**config.mk**
```make
export PLATFORM = sky130hd
export DESIGN_NAME = vga_timing_gen
export DESIGN_NICKNAME = d
export VERILOG_FILES = /design/src/rtl/vga_pkg.sv /design/src/rtl/vga_axis_counter.sv /design/src/rtl/vga_timing_gen.sv
export SDC_FILE = /design/constraint.sdc
export NUM_CORES = 1
export LEC_CHECK = 0
export ABC_AREA = 0
export CAP_MARGIN = 20
export CORE_ASPECT_RATIO = 0.5
export CORE_MARGIN = 10
export CORE_UTILIZATION = 40
export CTS_BUF_LIST = sky130_fd_sc_hd__clkbuf_16
export CTS_CLUSTER_DIAMETER = 50
export CTS_CLUSTER_SIZE = 14
export DETAILED_ROUTE_END_ITERATION = 10
export GPL_ROUTABILITY_DRIVEN = 0
export PLACE_DENSITY = 0.66
export SLEW_MARGIN = 5
export SYNTH_ARGS = -nofsm -noshare
export SYNTH_HDL_FRONTEND = slang
export SYNTH_SLANG_ARGS = --single-unit
```
**constraint.sdc**
```tcl
create_clock -name vga_clk -period 2.2 [get_ports vga_clk]
set_input_delay 0.44 -clock vga_clk [delete_from_list [all_inputs] [get_ports vga_clk]]
set_output_delay 0.44 -clock vga_clk [all_outputs]
set_load 0.01 [all_outputs]
```
**src/rtl/vga_pkg.sv**
```systemverilog
// vga_pkg: shared VGA raster timing definitions.
//   - coord_t: 10-bit pixel coordinate (column or row), enough for totals up to 1024.
//   - DEF_*: default 640x480@60 Hz timing in pixels (horizontal) and lines (vertical).
//   - H_TOTAL/V_TOTAL and the sync window bounds derived from those defaults.
package vga_pkg;

    typedef logic [9:0] coord_t;

    localparam int unsigned DEF_H_VISIBLE = 640;
    localparam int unsigned DEF_H_FRONT   = 16;
    localparam int unsigned DEF_H_SYNC    = 96;
    localparam int unsigned DEF_H_BACK    = 48;
    localparam int unsigned DEF_V_VISIBLE = 480;
    localparam int unsigned DEF_V_FRONT   = 10;
    localparam int unsigned DEF_V_SYNC    = 2;
    localparam int unsigned DEF_V_BACK    = 33;

    localparam int unsigned H_TOTAL  = DEF_H_VISIBLE + DEF_H_FRONT + DEF_H_SYNC + DEF_H_BACK;
    localparam int unsigned V_TOTAL  = DEF_V_VISIBLE + DEF_V_FRONT + DEF_V_SYNC + DEF_V_BACK;
    localparam int unsigned HS_BEGIN = DEF_H_VISIBLE + DEF_H_FRONT;
    localparam int unsigned HS_END   = HS_BEGIN + DEF_H_SYNC - 1;
    localparam int unsigned VS_BEGIN = DEF_V_VISIBLE + DEF_V_FRONT;
    localparam int unsigned VS_END   = VS_BEGIN + DEF_V_SYNC - 1;

endpackage

```
**src/rtl/vga_axis_counter.sv**
```systemverilog
// vga_axis_counter: wrap-at-limit coordinate counter for one raster axis.
//   clk, reset : clock and synchronous active-high reset (count -> 0)
//   enable     : advance the count on this edge
//   count      : registered current coordinate, 0..LIMIT-1
//   count_next : value count takes on the next edge (ignores reset)
//   wrap       : enable is high and count is at LIMIT-1
module vga_axis_counter
    import vga_pkg::*;
#(
    parameter int unsigned LIMIT = H_TOTAL
) (
    input  logic       clk,
    input  logic       reset,
    input  logic       enable,
    output logic [9:0] count,
    output logic [9:0] count_next,
    output logic       wrap
);

    localparam coord_t LAST = coord_t'(LIMIT - 1);

    always_comb begin
        wrap = enable && (count == LAST);
        if (wrap) begin
            count_next = '0;
        end else if (enable) begin
            count_next = count + 10'd1;
        end else begin
            count_next = count;
        end
    end

    always_ff @(posedge clk) begin
        if (reset) begin
            count <= '0;
        end else begin
            count <= count_next;
        end
    end

endmodule

```
**src/rtl/vga_timing_gen.sv**
```systemverilog
// vga_timing_gen: VGA raster timing generator (640x480@60 Hz by default).
//   vga_clk      : pixel clock, all logic on its rising edge
//   reset        : synchronous active-high reset
//   DrawX/DrawY  : current pixel column/row
//   blank        : 1 while the pixel is in the visible region
//   hs/vs        : active-low horizontal/vertical sync
//   line_start   : pulse at DrawX==0
//   frame_start  : pulse at (0,0)
//   vblank_start : pulse at (0,V_VISIBLE), game-logic update strobe
//   frame_count  : frames completed since reset, 8-bit wrapping
module vga_timing_gen
    import vga_pkg::*;
#(
    parameter int unsigned H_VISIBLE = DEF_H_VISIBLE,
    parameter int unsigned H_FRONT   = DEF_H_FRONT,
    parameter int unsigned H_SYNC    = DEF_H_SYNC,
    parameter int unsigned H_BACK    = DEF_H_BACK,
    parameter int unsigned V_VISIBLE = DEF_V_VISIBLE,
    parameter int unsigned V_FRONT   = DEF_V_FRONT,
    parameter int unsigned V_SYNC    = DEF_V_SYNC,
    parameter int unsigned V_BACK    = DEF_V_BACK
) (
    input  logic       vga_clk,
    input  logic       reset,
    output logic [9:0] DrawX,
    output logic [9:0] DrawY,
    output logic       blank,
    output logic       hs,
    output logic       vs,
    output logic       line_start,
    output logic       frame_start,
    output logic       vblank_start,
    output logic [7:0] frame_count
);

    localparam int unsigned H_LEN = H_VISIBLE + H_FRONT + H_SYNC + H_BACK;
    localparam int unsigned V_LEN = V_VISIBLE + V_FRONT + V_SYNC + V_BACK;

    localparam coord_t H_VIS    = coord_t'(H_VISIBLE);
    localparam coord_t V_VIS    = coord_t'(V_VISIBLE);
    localparam coord_t HS_FIRST = coord_t'(H_VISIBLE + H_FRONT);
    localparam coord_t HS_LAST  = coord_t'(H_VISIBLE + H_FRONT + H_SYNC - 1);
    localparam coord_t VS_FIRST = coord_t'(V_VISIBLE + V_FRONT);
    localparam coord_t VS_LAST  = coord_t'(V_VISIBLE + V_FRONT + V_SYNC - 1);

    coord_t hc;
    coord_t vc;
    coord_t hc_next;
    coord_t vc_next;
    logic   h_wrap;
    logic   v_wrap;

    vga_axis_counter #(
        .LIMIT(H_LEN)
    ) u_h_counter (
        .clk        (vga_clk),
        .reset      (reset),
        .enable     (1'b1),
        .count      (hc),
        .count_next (hc_next),
        .wrap       (h_wrap)
    );

    // The vertical counter only advances on the horizontal wrap, so its wrap
    // marks the (H_LEN-1, V_LEN-1) -> (0,0) transition.
    vga_axis_counter #(
        .LIMIT(V_LEN)
    ) u_v_counter (
        .clk        (vga_clk),
        .reset      (reset),
        .enable     (h_wrap),
        .count      (vc),
        .count_next (vc_next),
        .wrap       (v_wrap)
    );

    assign DrawX = hc;
    assign DrawY = vc;

    // Decoded from the next-state coordinates and registered, so each output
    // lines up with the DrawX/DrawY value loaded on the same edge.
    always_ff @(posedge vga_clk) begin
        if (reset) begin
            blank        <= 1'b1;
            hs           <= 1'b1;
            vs           <= 1'b1;
            line_start   <= 1'b1;
            frame_start  <= 1'b1;
            vblank_start <= 1'b0;
            frame_count  <= '0;
        end else begin
            blank        <= (hc_next < H_VIS) && (vc_next < V_VIS);
            hs           <= !((hc_next >= HS_FIRST) && (hc_next <= HS_LAST));
            vs           <= !((vc_next >= VS_FIRST) && (vc_next <= VS_LAST));
            line_start   <= (hc_next == '0);
            frame_start  <= (hc_next == '0) && (vc_next == '0);
            vblank_start <= (hc_next == '0) && (vc_next == V_VIS);
            if (v_wrap) begin
                frame_count <= frame_count + 8'd1;
            end
        end
    end

endmodule

```
==> impl_table.tex <==
\begin{tabular}{lr}
\hline
Metric & Value \\
\hline
\multicolumn{2}{l}{\textbf{Drt}} \\
\quad Post-DR vias/cell & 5.38 \\
\quad Routed Wire Length & 5710 um \\
\quad Number of DRC markers in iteration 0 & 92 \\
\quad Wire length per cell & 15.4 um \\
\quad Count of antenna-violating nets left after detailed routing & 0 \\
\quad Total via count after detailed routing & 1990 \\
\quad First-pass iteration count of the detailed router & 5 \\
\quad DR DRC count & 0 \\
\multicolumn{2}{l}{\textbf{Status}} \\
\quad Status & finished, violations left \\
\quad Failing checks & negative setup slack \\
\multicolumn{2}{l}{\textbf{Clock tree}} \\
\quad Clock slew seen by the registers of the worst setup and hold paths & 0.05 ns \\
\quad Clock insertion delay at the later pin of the skew report & 0.27 ns \\
\quad CTS Buffer Depth & 2 \\
\quad Number of H-tree levels & 2 \\
\quad Number of clock sinks & 34 \\
\quad Buffer cell driving the clock tree root & sky130\_fd\_sc\_hd\_\_clkbuf\_16 \\
\quad Number of CTS-inserted buffers & 5 \\
\quad Clock tree from TritonCTS & done \\
\multicolumn{2}{l}{\textbf{Synthesis}} \\
\quad Post-synthesis sequential area ratio & 35.6\% \\
\quad Summed instance area of the synthesized netlist & 0.00191 mm2 \\
\quad Mean post-synth cell area & 8.14 um2 \\
\quad Net count after synthesis & 242 \\
\quad Synth Instances & 235 \\
\quad Number of synthesis warnings & 0 \\
\quad Total of flip-flops plus latches after synthesis & 34 \\
\quad Unique cell type count in the Yosys netlist & 47 \\
\multicolumn{2}{l}{\textbf{Critical path}} \\
\quad Largest stage delay on the critical path & 0.56 ns \\
\quad Buf/Inv on CP & 0 \\
\quad Endpoint class of the critical path & register \\
\quad Sequence of cells on the critical path & or4b\_4, nor4\_4, xor2\_2, o2111ai\_2, nand2b\_4, or4\_1 \\
\quad Highest fanout seen on the critical path & 5 \\
\quad Worst path arrival time & 2.46 ns \\
\quad Critical path type & register to register \\
\quad Required arrival time at the worst endpoint & 2.35 ns \\
\quad Category of the worst setup path launch point & register \\
\quad Critical-path cell with the highest stage delay & sky130\_fd\_sc\_hd\_\_or4b\_4 \\
\quad Delay-heaviest family, CP & simple AND/OR/NAND/NOR gates \\
\multicolumn{2}{l}{\textbf{Floorplan}} \\
\quad Floorplan Core Area & 0.00451 mm2 \\
\quad Row Count & 17 \\
\quad Die outline width & 118 um \\
\quad Die Y & 68.9 um \\
\quad Starting utilization of the core area & 42.4\% \\
\quad I/O pin total & 36 \\
\quad Total die area & 0.00812 mm2 \\
\multicolumn{2}{l}{\textbf{Global route}} \\
\quad Global route overflow & 0 \\
\quad Wire length of the first global-routing pass & 9220 um \\
\quad GRT Total Usage & 14.0\% \\
\quad Number of global-route vias before repair & 1829 \\
\quad Largest net degree at the start of global routing & 22 \\
\quad Antenna violations before repair & 0 \\
\multicolumn{2}{l}{\textbf{Final layout}} \\
\quad N\_diodes & 0 \\
\quad Registers with the most flip-flops & u\_h\_counter.count x10, u\_v\_counter.count x10, frame\_count x8 \\
\quad Non-Filler Cell Area, Final & 0.00287 mm2 \\
\quad Area growth from synthesis to layout & 49.8\% \\
\quad Proportion of layout cells with a drive suffix above 1 & 24.3\% \\
\quad Final Net Count & 312 \\
\quad Utilization after layout & 63.5\% \\
\multicolumn{2}{l}{\textbf{Placed design}} \\
\quad Area after detailed placement & 0.00260 mm2 \\
\quad I/O Buffers & 35 \\
\quad Half-perimeter wire length after placement & 4210 um \\
\multicolumn{2}{l}{\textbf{STA}} \\
\quad Setup violation total in the final timing report & 4 \\
\quad Fmax & 432 MHz \\
\quad Worst clock skew & 0.00476 ns \\
\quad Final critical-path share of the clock period & 105\% \\
\quad RSZ-0062 raised after global routing & true \\
\quad Final Hold Vio Count & 0 \\
\quad Total count of max-transition violations in the final report & 0 \\
\quad Worst Max-Slew Pin Slew & 0.429 ns \\
\quad Final worst slack & -0.117 ns \\
\quad Normalized max-slew margin & 71.3\% \\
\quad Final min period & 2.32 ns \\
\multicolumn{2}{l}{\textbf{Pwr}} \\
\quad Net switching component of the power & 0.277 mW \\
\quad Worst IR Drop VDD & 342 uV \\
\quad Cell internal power dissipation & 1.05 mW \\
\quad Proportion of power drawn by combinational gates & 4.6\% \\
\quad Leakage power & 1.13 nW \\
\quad Part of the total power dissipated in sequential elements & 47.3\% \\
\quad Power density over the cells & 465 mW/mm2 \\
\quad Clock group share of total power & 48.1\% \\
\quad Switching share of power & 20.8\% \\
\multicolumn{2}{l}{\textbf{Job}} \\
\quad Number of violations of the max-capacitance limit & 0 \\
\multicolumn{2}{l}{\textbf{Min path}} \\
\quad Path category of the worst min-delay check & register to register \\
\hline
\end{tabular}
==> cells in the final DEF, fill, tap and decap left out, types with 8 or more instances in the layout <==
master                            synthesis  final
sky130_fd_sc_hd__nor2_1                  28     27
sky130_fd_sc_hd__clkdlybuf4s50_1          0     35
sky130_fd_sc_hd__buf_4                    1     43
sky130_fd_sc_hd__nor3_1                  10      9
sky130_fd_sc_hd__xnor2_1                 11     11
sky130_fd_sc_hd__nand2_1                 21     21
sky130_fd_sc_hd__and2_1                   8      8
sky130_fd_sc_hd__dfxtp_1                 34     31
sky130_fd_sc_hd__nand3_1                  8      8
sky130_fd_sc_hd__xor2_1                  13     12
sky130_fd_sc_hd__nand4_1                 12     12
==> routing by layer <==
| layer | global-route usage, % | up-vias | routed length (um) |
|---|---|---|---|
| li1 | - | 977 | - |
| met3 | 3.16 | 8 | 398 |
| met1 | 18.2 | 916 | 2700 |
| met5 | 0 | - | 0 |
| met4 | 6.12 | 0 | 94 |
| met2 | 22.4 | 89 | 2510 |
==> final cells by class <==
cell class	instances	area, um2
clock buffers	5	125
clock inverters	1	3.75
multi-input cells	178	1260
flip-flops and latches	34	684
fillers	389	1640
repair buffers	79	684
well taps	66	82.6
inverters	7	26.3
==> cells by family (layout without fill, tap and decap cells) <==
group	count (synthesis)	count (layout)	synth area share (%)
xor+xnor	24	24	11.0
mux	3	3	1.64
simple gates	116	116	32.5
compound gates	30	30	10.8
flops	34	34	35.6
buf+inv	23	92	5.23
fa+ha+maj	5	5	3.27
==> through the flow <==
stage | hold WS (ns) | std cells | worst slack [ns] | setup TNS, ns | power [mW]
4_1_cts | 0.518 | 370 | -0.108 | -0.291 | 1.34
5_1_grt | 0.578 | 370 | -0.202 | -0.692 | 1.37
3_5_place_dp | 0.507 | 361 | -0.208 | -0.466 | 0.700
2_1_floorplan | 0.503 | 235 | -0.137 | -0.265 | 0.669
6_report | 0.520 | 370 | -0.117 | -0.386 | 1.33
3_3_place_gp | 0.492 | 361 | -0.0987 | -0.181 | 0.698
==> repair_timing <==
item | in CTS | in global routing
hold buffers | 0 | 0
setup buffers | 3 | 0
gates resized for setup | 8 | 12
setup endpoints to repair | 4 | 4
pin swaps | 7 | 4
==> final timing paths <==
kind	start	end	slack (ns)	cells past startpoint
hold reg to reg	frame_count[7]	frame_count[7]	0.52	2
hold / removal	frame_count[7]	frame_count[7]	0.52	2
setup reg to reg	u_h_counter.count[7]	vs	-0.12	6
setup / recovery	u_h_counter.count[7]	vs	-0.12	6
==> cell usage after synthesis (all sizes together) <==
cell type  count  area share (%)
a211oi         3             1.2
a21o           1            0.39
a21oi          8             2.3
a221oi         1            0.46
a22oi          1            0.39
a31o           1            0.46
a31oi          3            0.98
and2           9             2.9
and3           5             1.6
and3b          1            0.46
and4           2            0.92
buf            7             2.1
clkbuf         9             1.8
dfxtp         34              36
ha             5             3.3
inv            7             1.4
mux2           1            0.59
mux2i          2             1.0
nand2         21             4.1
nand2b         1            0.33
nand3          8             2.1
nand3b         1            0.39
nand4         13             4.6
nor2          28             5.5
nor2b          1            0.33
nor3          10             2.6
nor4           3            0.98
nor4bb         2             1.0
o2111ai        3             1.4
o21ai          4             1.0
o221ai         1            0.46
o31a           2            0.92
o31ai          1            0.39
o41ai          1            0.46
or2            2            0.65
or3            3            0.98
or4            3             1.4
or4b           3             1.6
xnor2         11             5.0
xor2          13             6.0
==> tightest hold or removal path, cell delays in order, from the launching register on <==
cell and delay [ns]:
sky130_fd_sc_hd__dfxtp_1 0.35, sky130_fd_sc_hd__xor2_1 0.07, sky130_fd_sc_hd__nor2_1 0.07
==> power groups by stage <==
stage | Sequential, mW | Clock, mW | Combinational, mW
2_1_floorplan | 0.646 | 0 | 0.0230
3_3_place_gp | 0.641 | 0 | 0.0577
3_5_place_dp | 0.641 | 0 | 0.0591
4_1_cts | 0.629 | 0.648 | 0.0606
5_1_grt | 0.630 | 0.675 | 0.0661
6_report | 0.629 | 0.641 | 0.0612
Note: power is estimated with default switching activity, not from simulation.
